**src/rtl/div_seq_if.sv**
```systemverilog
// div_seq_if: handshake and operand/result bundle between the control unit
// and the sequential divider.
//   divStart         start pulse from the control unit
//   divA, divB       dividend (rs) and divisor (rt), two's complement
//   divHi, divLo     remainder and quotient results
//   divBusy          operation in progress
//   divDone          one-cycle result-valid (or divide-by-zero) pulse
//   divZero          one-cycle divide-by-zero pulse, coincident with divDone
// Modports: master = control unit side, slave = divider side.
interface div_seq_if;
    logic        divStart;
    logic [31:0] divA;
    logic [31:0] divB;
    logic [31:0] divHi;
    logic [31:0] divLo;
    logic        divBusy;
    logic        divDone;
    logic        divZero;

    modport master (
        output divStart, divA, divB,
        input  divHi, divLo, divBusy, divDone, divZero
    );

    modport slave (
        input  divStart, divA, divB,
        output divHi, divLo, divBusy, divDone, divZero
    );
endinterface

```
**src/rtl/div_seq.sv**
```systemverilog
// div_seq: sequential signed 32-bit divider with MIPS DIV semantics.
// One restoring step per cycle on operand magnitudes, followed by a sign
// fix-up cycle. Quotient truncates toward zero, remainder takes the sign of
// the dividend. Divide-by-zero is reported without touching HI/LO.
// Ports:
//   clk    rising-edge clock
//   reset  asynchronous, active-low reset
//   bus    div_seq_if.slave (start/operands in, results/status out)
// All outputs are registered.
//
// state | meaning
// IDLE  | waiting for divStart; operands sampled here only
// CALC  | 32 restoring shift/subtract steps, one per cycle
// FIX   | apply quotient/remainder signs, load HI/LO
// DONE  | divDone pulse (plus divZero for a zero divisor)
module div_seq (
    input  logic       clk,
    input  logic       reset,
    div_seq_if.slave   bus
);

    typedef enum logic [1:0] {IDLE, CALC, FIX, DONE} state_t;

    state_t      state, state_next;
    logic [31:0] rem, rem_next;
    logic [31:0] quo, quo_next;
    logic [31:0] dvsr, dvsr_next;
    logic [5:0]  cnt, cnt_next;
    logic        q_neg, q_neg_next;
    logic        r_neg, r_neg_next;
    logic        by_zero, by_zero_next;

    logic [31:0] hi_q, hi_next;
    logic [31:0] lo_q, lo_next;
    logic        busy_q, busy_next;
    logic        done_q, done_next;
    logic        zero_q, zero_next;

    logic [31:0] abs_a, abs_b;
    logic [32:0] shifted;
    logic [32:0] diff;

    assign abs_a = bus.divA[31] ? (32'd0 - bus.divA) : bus.divA;
    assign abs_b = bus.divB[31] ? (32'd0 - bus.divB) : bus.divB;

    // Partial remainder is always below the divisor, so the shifted value
    // fits in 33 bits and bit 32 of the difference is the borrow.
    assign shifted = {rem, quo[31]};
    assign diff    = shifted - {1'b0, dvsr};

    always_comb begin
        state_next   = state;
        rem_next     = rem;
        quo_next     = quo;
        dvsr_next    = dvsr;
        cnt_next     = cnt;
        q_neg_next   = q_neg;
        r_neg_next   = r_neg;
        by_zero_next = by_zero;
        hi_next      = hi_q;
        lo_next      = lo_q;

        case (state)
            IDLE: begin
                if (bus.divStart) begin
                    if (bus.divB == 32'd0) begin
                        by_zero_next = 1'b1;
                        state_next   = DONE;
                    end else begin
                        quo_next     = abs_a;
                        dvsr_next    = abs_b;
                        q_neg_next   = bus.divA[31] ^ bus.divB[31];
                        r_neg_next   = bus.divA[31];
                        rem_next     = 32'd0;
                        cnt_next     = 6'd0;
                        by_zero_next = 1'b0;
                        state_next   = CALC;
                    end
                end
            end
            CALC: begin
                if (!diff[32]) begin
                    rem_next = diff[31:0];
                    quo_next = {quo[30:0], 1'b1};
                end else begin
                    rem_next = shifted[31:0];
                    quo_next = {quo[30:0], 1'b0};
                end
                cnt_next = cnt + 6'd1;
                if (cnt == 6'd31) begin
                    state_next = FIX;
                end
            end
            FIX: begin
                lo_next    = q_neg ? (32'd0 - quo) : quo;
                hi_next    = r_neg ? (32'd0 - rem) : rem;
                state_next = DONE;
            end
            DONE: begin
                state_next = IDLE;
            end
            default: begin
                state_next = IDLE;
            end
        endcase

        // Status outputs are registered from the next state so they line up
        // with the state they describe.
        busy_next = (state_next != IDLE);
        done_next = (state_next == DONE);
        zero_next = (state_next == DONE) && by_zero_next;
    end

    always_ff @(posedge clk or negedge reset) begin
        if (!reset) begin
            state   <= IDLE;
            rem     <= 32'd0;
            quo     <= 32'd0;
            dvsr    <= 32'd0;
            cnt     <= 6'd0;
            q_neg   <= 1'b0;
            r_neg   <= 1'b0;
            by_zero <= 1'b0;
            hi_q    <= 32'd0;
            lo_q    <= 32'd0;
            busy_q  <= 1'b0;
            done_q  <= 1'b0;
            zero_q  <= 1'b0;
        end else begin
            state   <= state_next;
            rem     <= rem_next;
            quo     <= quo_next;
            dvsr    <= dvsr_next;
            cnt     <= cnt_next;
            q_neg   <= q_neg_next;
            r_neg   <= r_neg_next;
            by_zero <= by_zero_next;
            hi_q    <= hi_next;
            lo_q    <= lo_next;
            busy_q  <= busy_next;
            done_q  <= done_next;
            zero_q  <= zero_next;
        end
    end

    assign bus.divHi   = hi_q;
    assign bus.divLo   = lo_q;
    assign bus.divBusy = busy_q;
    assign bus.divDone = done_q;
    assign bus.divZero = zero_q;

endmodule

```
**src/flat_wrapper.sv**
```systemverilog
// flat-port wrapper written by rule: the top's interface ports become plain ports
module div_seq_flat 
  (clk, reset, bus_divStart, bus_divA, bus_divB, bus_divHi, bus_divLo, bus_divBusy, bus_divDone, bus_divZero);
  div_seq_if bus_i ();
  input  logic clk;
  input  logic reset;
  input wire logic [$bits(bus_i.divStart)-1:0] bus_divStart;
  input wire logic [$bits(bus_i.divA)-1:0] bus_divA;
  input wire logic [$bits(bus_i.divB)-1:0] bus_divB;
  output wire logic [$bits(bus_i.divHi)-1:0] bus_divHi;
  output wire logic [$bits(bus_i.divLo)-1:0] bus_divLo;
  output wire logic [$bits(bus_i.divBusy)-1:0] bus_divBusy;
  output wire logic [$bits(bus_i.divDone)-1:0] bus_divDone;
  output wire logic [$bits(bus_i.divZero)-1:0] bus_divZero;
  assign bus_i.divStart = bus_divStart;
  assign bus_i.divA = bus_divA;
  assign bus_i.divB = bus_divB;
  assign bus_divHi = bus_i.divHi;
  assign bus_divLo = bus_i.divLo;
  assign bus_divBusy = bus_i.divBusy;
  assign bus_divDone = bus_i.divDone;
  assign bus_divZero = bus_i.divZero;
  div_seq u_core (.clk(clk), .reset(reset), .bus(bus_i));
endmodule
```
**config.mk**
```make
export PLATFORM = sky130hd
export DESIGN_NAME = div_seq_flat
export DESIGN_NICKNAME = d
export VERILOG_FILES = /design/src/rtl/div_seq_if.sv /design/src/rtl/div_seq.sv /design/src/flat_wrapper.sv
export SDC_FILE = /design/constraint.sdc
export NUM_CORES = 1
export LEC_CHECK = 0
export CORE_MARGIN = 2
export CORE_UTILIZATION = 35
export CTS_CLUSTER_DIAMETER = 60
export DETAILED_ROUTE_END_ITERATION = 6
export GPL_ROUTABILITY_DRIVEN = 0
export SLEW_MARGIN = 20
export SYNTH_ARGS = -nofsm -noshare
export SYNTH_HDL_FRONTEND = slang
export SYNTH_SLANG_ARGS = --single-unit
```
**constraint.sdc**
```tcl
create_clock -name clk -period 3.3 [get_ports clk]
set_clock_uncertainty 0.05 [all_clocks]
set_input_delay 0.495 -clock clk [delete_from_list [all_inputs] [get_ports clk]]
set_output_delay 0.495 -clock clk [all_outputs]
set_load 0.02 [all_outputs]
```
=== Word-level counts from Yosys, hierarchy flattened ===
Index checks and enable logic that the tools add are counted.

* Muxes and demuxes: 22
* Bitwise logic cells: 2
* Reductions and logical operators: 7
* Equal/unequal tests: 7
* Add/sub/neg operators: 6

{| class="wikitable"
|+ Operators by type and width
! operator !! number
|-
| $mux 32 || 9
|-
| $pmux 32 s2 || 2
|-
| $sub 1x32->32 const A || 4
|-
| $sub 33x32->33 || 1
|-
| $logic_not 32->1 || 1
|-
| $mux 6 || 2
|-
| $pmux 6 s2 || 1
|-
| $pmux 2 s4 || 1
|-
| $add 6x1->6 const B || 1
|-
| $eq 2x2->1 const B || 3
|-
| $eq 6x5->1 const B || 1
|-
| $mux 2 || 3
|-
| $reduce_and 3->1 || 2
|-
| $mux 1 || 4
|-
| $ne 2x2->1 const B || 2
|-
| $reduce_bool 2->1 || 2
|-
| $eq 2x1->1 const B || 1
|-
| $logic_not 2->1 || 1
|-
| $logic_and 1x1->1 || 1
|-
| $not 1->1 || 1
|-
| $xor 1x1->1 || 1
|}

* Output and inout port bits: 67
* Bits in registers: 174
* Logic and storage cells: 57
* Input bits: 67

=== Depth between registers and ports, before layout ===
* Depth in word-level cells: 6
* Depth in mapped cells: 12
* Depth with buffers taken out: 11

=== Worst setup path before layout ===
Ideal clock, no wire load.

* Kind: input to register
* Start point: input bus_divA[8]
* End point: register u_core.quo[30]
* Arrival time: 2.965 ns
* Stages on the path: 8
* Path slack: 0.156 ns
* Data required time: 3.120 ns
* Path buffers: 0
* Library setup time: 0.130 ns
* Path through: or4_4 > or4_4 > or3_4 > or3_4 > or3_4 > o41ai_4 > xor2_1 > o21ai_1

* Cells in the longest elaborated chain, start to end: 5

{| class="wikitable"
|+ RTL lines
! item !! line !! text
|-
| from (decl) || flat_wrapper.sv:8 || <nowiki>input wire logic [$bits(bus_i.divA)-1:0] bus_divA;</nowiki>
|-
| $sub 1x32->32 || div_seq.sv:43 || <nowiki>assign abs_a = bus.divA[31] ? (32'd0 - bus.divA) : bus.divA;</nowiki>
|-
| $mux 32 || div_seq.sv:43 ||
|-
| $mux 32 || div_seq.sv:66 || <nowiki>if (bus.divB == 32'd0) begin</nowiki>
|-
| $mux 32 || div_seq.sv:65 || <nowiki>if (bus.divStart) begin</nowiki>
|-
| $pmux 32 s2 || div_seq.sv:63 || <nowiki>case (state)</nowiki>
|-
| to (signal assigned) || div_seq.sv:132 || <nowiki>quo <= quo_next;</nowiki>
|-
| to (decl) || div_seq.sv:26 || <nowiki>logic [31:0] quo, quo_next;</nowiki>
|}

No other way between the ends. The select of a mux whose other input is x is not followed.
A chain may end at the register's enable or synchronous reset.

=== Worst setup path in the final report ===
* Start point: register u_core.rem[1]
* End point: register u_core.hi_q[28] (netlist: u_core.bus.divHi[28])

* Cells in the longest elaborated chain, start to end: 2

{| class="wikitable"
|+ RTL lines
! item !! line !! text
|-
| from (decl) || div_seq.sv:25 || <nowiki>logic [31:0] rem, rem_next;</nowiki>
|-
| from (signal assigned) || div_seq.sv:131 || <nowiki>rem <= rem_next;</nowiki>
|-
| $sub 1x32->32 || div_seq.sv:96 || <nowiki>hi_next = r_neg ? (32'd0 - rem) : rem;</nowiki>
|-
| $mux 32 || div_seq.sv:96 ||
|-
| to (signal assigned) || div_seq.sv:138 || <nowiki>hi_q <= hi_next;</nowiki>
|-
| to (decl) || div_seq.sv:33 || <nowiki>logic [31:0] hi_q, hi_next;</nowiki>
|}

No other way between the ends.

==> metrics <==
outcome=completed; Max VDD drop=0.000477 V; input/output buffers=133; CP Buf/Inv Count=1; syn nets=1371; Slew Limit Fails=0; Num CTS Buffers=17; CTS Root Cell=clkbuf_16; Seq/Total Area, Yosys=39.3%; router iterations before antenna repair=5; worst hold path type=reg2reg; Crit path arrival time=3.40 ns; ys async rst share=100%; # DRC=0; initial core utilization=35.3%; Worst-Margin Slew=0.951 ns; count of different cell masters after synthesis=64; top cell type's share of synthesized area=39.3%; crit path launch type=flip-flop; hold_sp=u_core.bus.divHi[22]; Synth Area in XOR/XNOR=11.9%; diode count=0; adder and majority cell fraction of the synthesized area=4.36%; PD cells=958 mW/mm²; TritonCTS clock tree=built; global-route wire length before repair=48.9 mm; mapped cell area=0.0111 mm²; reg-to-reg slack, setup=0.17 ns; total gr overflow=0; Mean Syn Cell Area=8.75 µm²; gr usage total=18.4%; initial antenna violation count=0; # nets final=1584; CP delay by family, top=simple AND/OR/NAND/NOR gates; synthesized flop and latch total=174; multiplexer area fraction after synthesis=2.63%; wire per inst=15.9 µm; met3 Use GR=2.41%; WL final=30.1 mm; Hold Crit Endpoint=u_core.bus.divHi[22]; critical path class=reg2reg; Die Height=182 µm; Yosys Warn Count=0; max_slew headroom=36.6%; crit-path max FO=7; CP Depth=10; Rows=65; clock latency on the worst-skew pair=0.44 ns; via count=9862; Final Hold Viols=0; f_max=0.320 GHz; H-tree levels=4; largest net degree at the start of global routing=85; Synth Area in Simple Gates=15.3%; share of cells above drive strength 1=12.7%; Hold Crit Depth=2; Tmin final=3.13 ns; setup-violating endpoint count in the final report=0; Synth Area in Compound Gates=22.1%; critical-path cell list=inv_1 > ha_1 > nand2b_1 > nand3b_1 > or3_1 > or4_1 > or3_1 > o31ai_1 > xor2_1 > o21ai_0; predominant post-synthesis flop cell=dfrtp_1; Lkg Pwr=6.25 nW; die area=0.0331 mm²; Post-Place Worst Slack=-0.410 ns; Clock Sinks=174; global route hottest layer=met2; final instance area=0.0144 mm²; DRT iter0 DRCs=670; largest area contributor in the netlist=dfrtp_1; Reg clk slew, reported paths=0.08 ns; top cells by area, synth=dfrtp_1 39%, o21ai_0 8.7%, xor2_1 7.9%; met2 Use GR=29.7%; post-synthesis cell count=1266; reg2reg path depth=10; core area=0.0314 mm²; post-route clock period utilization=94.8%; worst hold slack=0.428 ns; Post-DRT Antenna Nets=0; hpwl dp=22.8 mm; synthesis-to-finish area growth=29.5%; RR Startpoint=u_core.rem[1]; setup TNS=0 ns; Worst path slowest cell=or4_1; chip width=182 µm; placed cell areas=0.0137 mm²; clock tree buffer depth=2; EDFF count, synth=0; most frequent CP cell=or3_1; CP required=3.57 ns; io pins=134; reg2reg end=u_core.bus.divHi[28]; # Max-Cap Violations=0; CP endpoint kind=flip-flop; Largest stage delay, worst path=0.53 ns; largest family of logic cells by synthesized area=compound AO/OA/AOI/OAI gates; M1 GR Usage=25.5%; vias in the first global route=9621; worst setup margin=0.171 ns; via/cell ratio=5.21
==> how the worst max path moves through the flow <==
stage | endpoint | start
floorplan | u_core.quo[30] | bus_divA[8]
global placement | u_core.quo[25] | bus_divA[8]
detailed placement | u_core.quo[25] | bus_divA[8]
CTS | u_core.rem[0] | u_core.quo[31]
global route | u_core.rem[29] | u_core.rem[3]
finish | u_core.bus.divHi[28] | u_core.rem[1]
==> where the power goes <==
group,switching (mW),internal (mW),total [mW]
registers,0.751,2.89,3.64
logic,4.26,3.86,8.12
clock network,0.931,1.06,1.99
==> final cells by class <==
type,instances,area (µm²)
Inverter,61,229
Timing Repair Buffer,256,2360
Clock buffer,19,433
Fill cell,3059,17000
Sequential cell,174,4350
Clock inverter,13,131
Tap cell,402,503
Multi-Input combinational cell,969,6340
==> layer usage <==
| layer | up-vias | part of all wire, % |
|---|---|---|
| li1 | 4945 | - |
| met1 | 4669 | 49 |
| met2 | 211 | 46 |
| met3 | 37 | 3.4 |
| met4 | 0 | 1.7 |
| met5 | - | 0 |
==> flip-flops by register name, indices dropped and copies added, names as in the netlist <==
register / count
u_core.bus.divBusy: 1
u_core.bus.divDone: 1
u_core.bus.divHi: 32
u_core.bus.divLo: 32
u_core.bus.divZero: 1
u_core.by_zero: 1
u_core.cnt: 6
u_core.dvsr: 32
u_core.q_neg: 1
u_core.quo: 32
u_core.r_neg: 1
u_core.rem: 32
u_core.state: 2
==> cell usage in the layout (no fill, tap or decap), types with 10 or more instances in the layout <==
cell type,n
a21o_1,15
a21oi_1,36
a222oi_1,10
a22oi_1,17
buf_4,114
clkbuf_16,17
clkdlybuf4s50_1,128
dfrtp_1,174
ha_1,37
inv_1,61
mux2i_1,28
nand2_1,195
nand3_1,14
nor2_1,46
nor3_1,17
o21ai_0,192
o31ai_1,33
o41ai_1,17
or3_1,13
or4_1,17
xnor2_1,51
xor2_1,99
==> synthesized netlist by cell type (all sizes together), types with 3 or more instances <==
master / number
o21a: 5
a211oi: 8
a221o: 4
ha: 37
xor2: 100
nand3: 15
nand2: 196
o211ai: 7
mux2i: 28
nor4: 7
a31oi: 5
nand3b: 3
or3: 21
o31ai: 36
clkbuf: 46
nor2b: 5
inv: 61
a22oi: 17
a21oi: 36
dfrtp: 174
or4: 19
nand2b: 8
o221ai: 7
o41ai: 18
a21o: 16
buf: 16
nand4: 5
o21ai: 195
nor2: 48
o21bai: 3
xnor2: 51
a222oi: 10
or2: 9
nor3: 18
a2bb2oi: 3
a22o: 4
==> through the flow <==
step                total power, mW  utilization, %  instances
finish                         13.8            45.7       1894
global route                   14.9            45.7       1894
CTS                            13.7            45.5       1893
detailed placement             11.7            43.6       1860
global placement               11.5            43.6       1860
floorplan                      8.87               -       1266
==> kinds of logic (layout without fill, tap and decap cells) <==
family                     after synthesis  after routing
DFF                                    174            174
and+or+nand+nor                        364            364
AOI/OAI and AO/OA                      387            387
adders and majority gates               38             38
xor gates and xnor gates               151            151
muxes                                   29             29
buffers and inverters                  123            349
==> tightest hold or removal path, delay by kind of cell, from the launching register on <==
kind / cells / cell delay, ns
DFF: 1 / 0.34
AOI/OAI and AO/OA: 1 / 0.06
and+or+nand+nor: 1 / 0.05
==> repair_timing <==
action | 4_1_cts | 5_1_grt
hold buffers | 1 | 0
cloned | 0 | 0
endpoints found under the hold margin | 50 | 0
pin swaps | 2 | 10
gates resized for setup | 1 | 15
buffers inserted | 0 | 1
endpoints found under the setup margin | 3 | 31
(Power assumes the default switching activity.)
==> patch 1 (same flow settings) <==
Encoding of `state_t`: now Gray code (2 bits for 4 states).
--- a/src/rtl/div_seq.sv
+++ b/src/rtl/div_seq.sv
@@ -19,7 +19,7 @@
     div_seq_if.slave   bus
 );
 
-    typedef enum logic [1:0] {IDLE, CALC, FIX, DONE} state_t;
+    typedef enum logic [1:0] {IDLE = 2'b00, CALC = 2'b01, FIX = 2'b11, DONE = 2'b10} state_t;
 
     state_t      state, state_next;
     logic [31:0] rem, rem_next;
Function: no difference found for any inputs over 4 cycles, from zero or initial values and one cycle with reset low; so few cycles prove little.
==> patch 1 against the original RTL <==
  * Routed wire length rose by 5.8%
  * Power up 16%
  * Non-clock buffer count grew 6
  * Area after synthesis grew 2.0%
  * Final area is 2.8% higher
  * Sequential power up 6.3%
  * Combinational power grew 21%
  * Sequential cell count unchanged
  * Setup slack got worse by 95 ps
  * Critical endpoint is now u_core.quo[29]$_DFFE_PN0P_
  * Highest routed layer unchanged
==> patch 1: results (changes against the original RTL) <==
outcome: "finished clean"
fin_cells: 1972  # +4.1%
finalCritPeriodShare: 0.9769  # +0.02884
grt_use_met3: 0.02674  # +0.002676
crit_fanout: 3  # -4
timing.rr.start: "u_core.dvsr[14]$_DFFE_PN0P_"
drt_iter0_markers: 671  # +0.15%
nets: 1662  # +4.9%
dr_wl_met3_um: 1344  # +32%
power.leakage_uw: 0.006394  # +2.3%
synth_cell_type_count: 65  # +1.6%
placed_area_um2: 13900  # +1.5%
place_inst: 1935  # +4.0%
grtUsageTotal: 0.1911  # +0.007564
cp-endpoint: "u_core.quo[29]$_DFFE_PN0P_"
grt_max_degree: 113  # +33%
r2r-end: "u_core.rem[28]$_DFFE_PN0P_"
via_per_inst: 5.264  # +1.1%
hold_path.class: "input port to asynchronous set/reset pin"
grt_pass1_vias: 9908  # +3.0%
reg2regPathDepth: 13  # +3
met2_usage: 0.2764  # -0.02063
seq_area_frac_synth: 0.3852  # -0.007698
gr-usage-met1: 0.2955  # +0.03997
post-dp-hpwl_um: 24650  # +8.0%
antenna_left: 0  # unchanged
worstSetupStartpoint: "bus_divA[7]"
vdd_ir_drop_max_uv: 600.9  # +26%
pwr-share-seq: 0.243  # -0.022
wl_met1_um: 16730  # +14%
post_cts_buffers: 2  # +2
combinationalPower_uw: 9850  # +21%
post_cts_resized: 5  # +4
synth_common_cells: "nand2_1, o21ai_0, dfrtp_1"
synth_nets: 1452  # +5.9%
post-place-ws_ps: -462.8  # -52.67 ps
switching_share: 0.4472  # +0.01526
ys_top_cells_by_area: "dfrtp_1, o21ai_0, nand2_1, xor2_1, xnor2_1"
drive_above_1_share: 0.1325  # +0.005808
cp_slowest_cell: "or4_4"
patch 1: changes by cell type after synthesis, sizes merged, moves of 11 or more:
cell	unedited run	this run
xor2	100	82
a21oi	36	55
inv	61	50
clkbuf	46	64
o21ai	195	206
nand2	196	219
a22oi	17	1
nor2	48	80
patch 1: logic make-up after synthesis:
kind of cell    share of synthesized area
compound gates                     0.2121
mux                               0.02856
buf+inv                           0.04129
flops                              0.3852
fa+ha+maj                         0.04273
xor+xnor                           0.1093
simple gates                       0.1809
patch 1: worst max-delay path: cells and delay by family:
| kind | cells | cell delay (ps) |
|---|---|---|
| simple gates | 5 | 2150 |
| compound gates | 3 | 600 |
| xor+xnor | 1 | 170 |
| buf+inv | 1 | 130 |
patch 1: area by class of cell:
class                           count  area [µm²]
Multi-Input combinational cell   1052        6643
Inverter                           50       187.7
Tap cell                          402       503.0
Timing Repair Buffer              262        2429
Sequential cell                   174        4354
Clock buffer                       18       439.2
Clock inverter                     14       202.7
Fill cell                        3049       16960
==> patch 2 (same settings) <==
Made on the original files. Reset style: synchronous (`reset`), changed in one clocked block. Comments in the files are not updated.
--- a/src/rtl/div_seq.sv
+++ b/src/rtl/div_seq.sv
@@ -111,7 +111,7 @@
         zero_next = (state_next == DONE) && by_zero_next;
     end
 
-    always_ff @(posedge clk or negedge reset) begin
+    always_ff @(posedge clk) begin
         if (!reset) begin
             state   <= IDLE;
             rem     <= 32'd0;
Formal check against the unedited RTL: differs if reset is asserted again (counterexample within 4 cycles, from zero or initial values and one cycle with reset low); with reset held inactive, the same outputs for 10 cycles.
==> patch 2 against the original RTL <==
  * Count of clock-buffer cells in the layout fell by 2
  * Global-route usage increased by 0.13 points
  * Sequential cell count stayed put
  * Routed wire length is 1.4% higher
  * Synthesized cell count increased by 3.5%
  * Die area fell by 3.6%
  * Area after synthesis down 3.7%
  * Final area decreased by 4.2%
  * Setup slack worse by 100 ps
  * Critical path type unchanged
  * Highest routed layer unchanged
Power is not compared: it rests on default switching activity, and its combinational part moved more than twofold at a synthesized area within 25%.
==> patch 2: results (changes against the original RTL) <==
ys_async_sr_fraction: 0  # -1.000
area_growth_pct: 28.77
min-delay-start: "reset"
post-place-ws_ps: -378.3  # +31.90 ps
grt_first_pass_wirelength_um: 46910  # -4.1%
whs_ps: 393.6  # -33.97 ps
synth_nets: 1415  # +3.2%
reg2regPathDepth: 11  # +1
post_cts_resized: 3  # +2
timing.rr.start: "u_core.quo[1]$_SDFFE_PN0P_"
via_per_inst: 5.295  # +1.7%
synth_cell_type_count: 65  # +1.6%
hold_end: "u_core.state[0]$_SDFF_PN0_"
grtUsageTotal: 0.1849  # +0.001320
nNonClkBuffers: 235  # -8.2%
crit_path_max_incr_delay_ps: 480  # -50 ps
inv_count: 43  # -30%
postSynthCellCount: 1310  # +3.5%
ys_top_cells_by_area: "dfxtp_1, xor2_1, o21ai_0, nand2_1, ha_1"
outcome: "finished clean"
fin_cells: 1885  # -0.48%
nets: 1587  # +0.19%
grt_max_degree: 74  # -13%
crit_fanout: 4  # -3
multi_input_area_share: 0.4923  # +0.05036
drive_above_1_share: 0.1177  # -0.008950
cp.arrival_ps: 3520  # +120 ps
cp-endpoint: "u_core.bus.divLo[30]$_SDFFE_PN0P_"
clk_share: 0.04497  # +0.005658
slew_headroom: 0.3157  # -0.05019
grt_pass1_vias: 8978  # -6.7%
nMultiInputCombCells: 1011  # +4.3%
worstSetupStartpoint: "u_core.quo[1]$_SDFFE_PN0P_"
die_w_um: 178.6  # -1.8%
synth_common_cells: "dfxtp_1, nand2_1, o21ai_0"
cp_slowest_cell: "or4b_4"
fillers: 2917  # -4.6%
[patch 2: cell types whose count changed after synthesis, sizes merged, moves of 8 or more]
cell,delta
clkbuf,+14
nand2b,+8
a21oi,+13
o211a,+22
a211oi,+47
nand2,-54
dfrtp,-174
o21ai,-76
nor2,+64
dfxtp,+174
inv,-18
[patch 2: per-layer routing]
metal,part of all wire,vias up,GRT usage,wire [µm]
met5,0,-,0,0
met4,0.010,0,0.04472,311
met3,0.060,23,0.03708,1819
met2,0.42,248,0.2650,12900
met1,0.51,4612,0.2798,15530
li1,-,5098,-,-
[patch 2: cells by family (layout without fill, tap and decap cells)]
kind of cell	count (synthesis)	after routing	share of synthesized area
XOR/XNOR	145	145	0.1190
AND/OR/NAND/NOR	395	395	0.1777
AO/OA/AOI/OAI	403	403	0.2565
multiplexers	30	30	0.02813
flip-flops	174	174	0.3263
adder cells (fa/ha/maj)	38	38	0.04525
buffers and inverters	125	310	0.04712
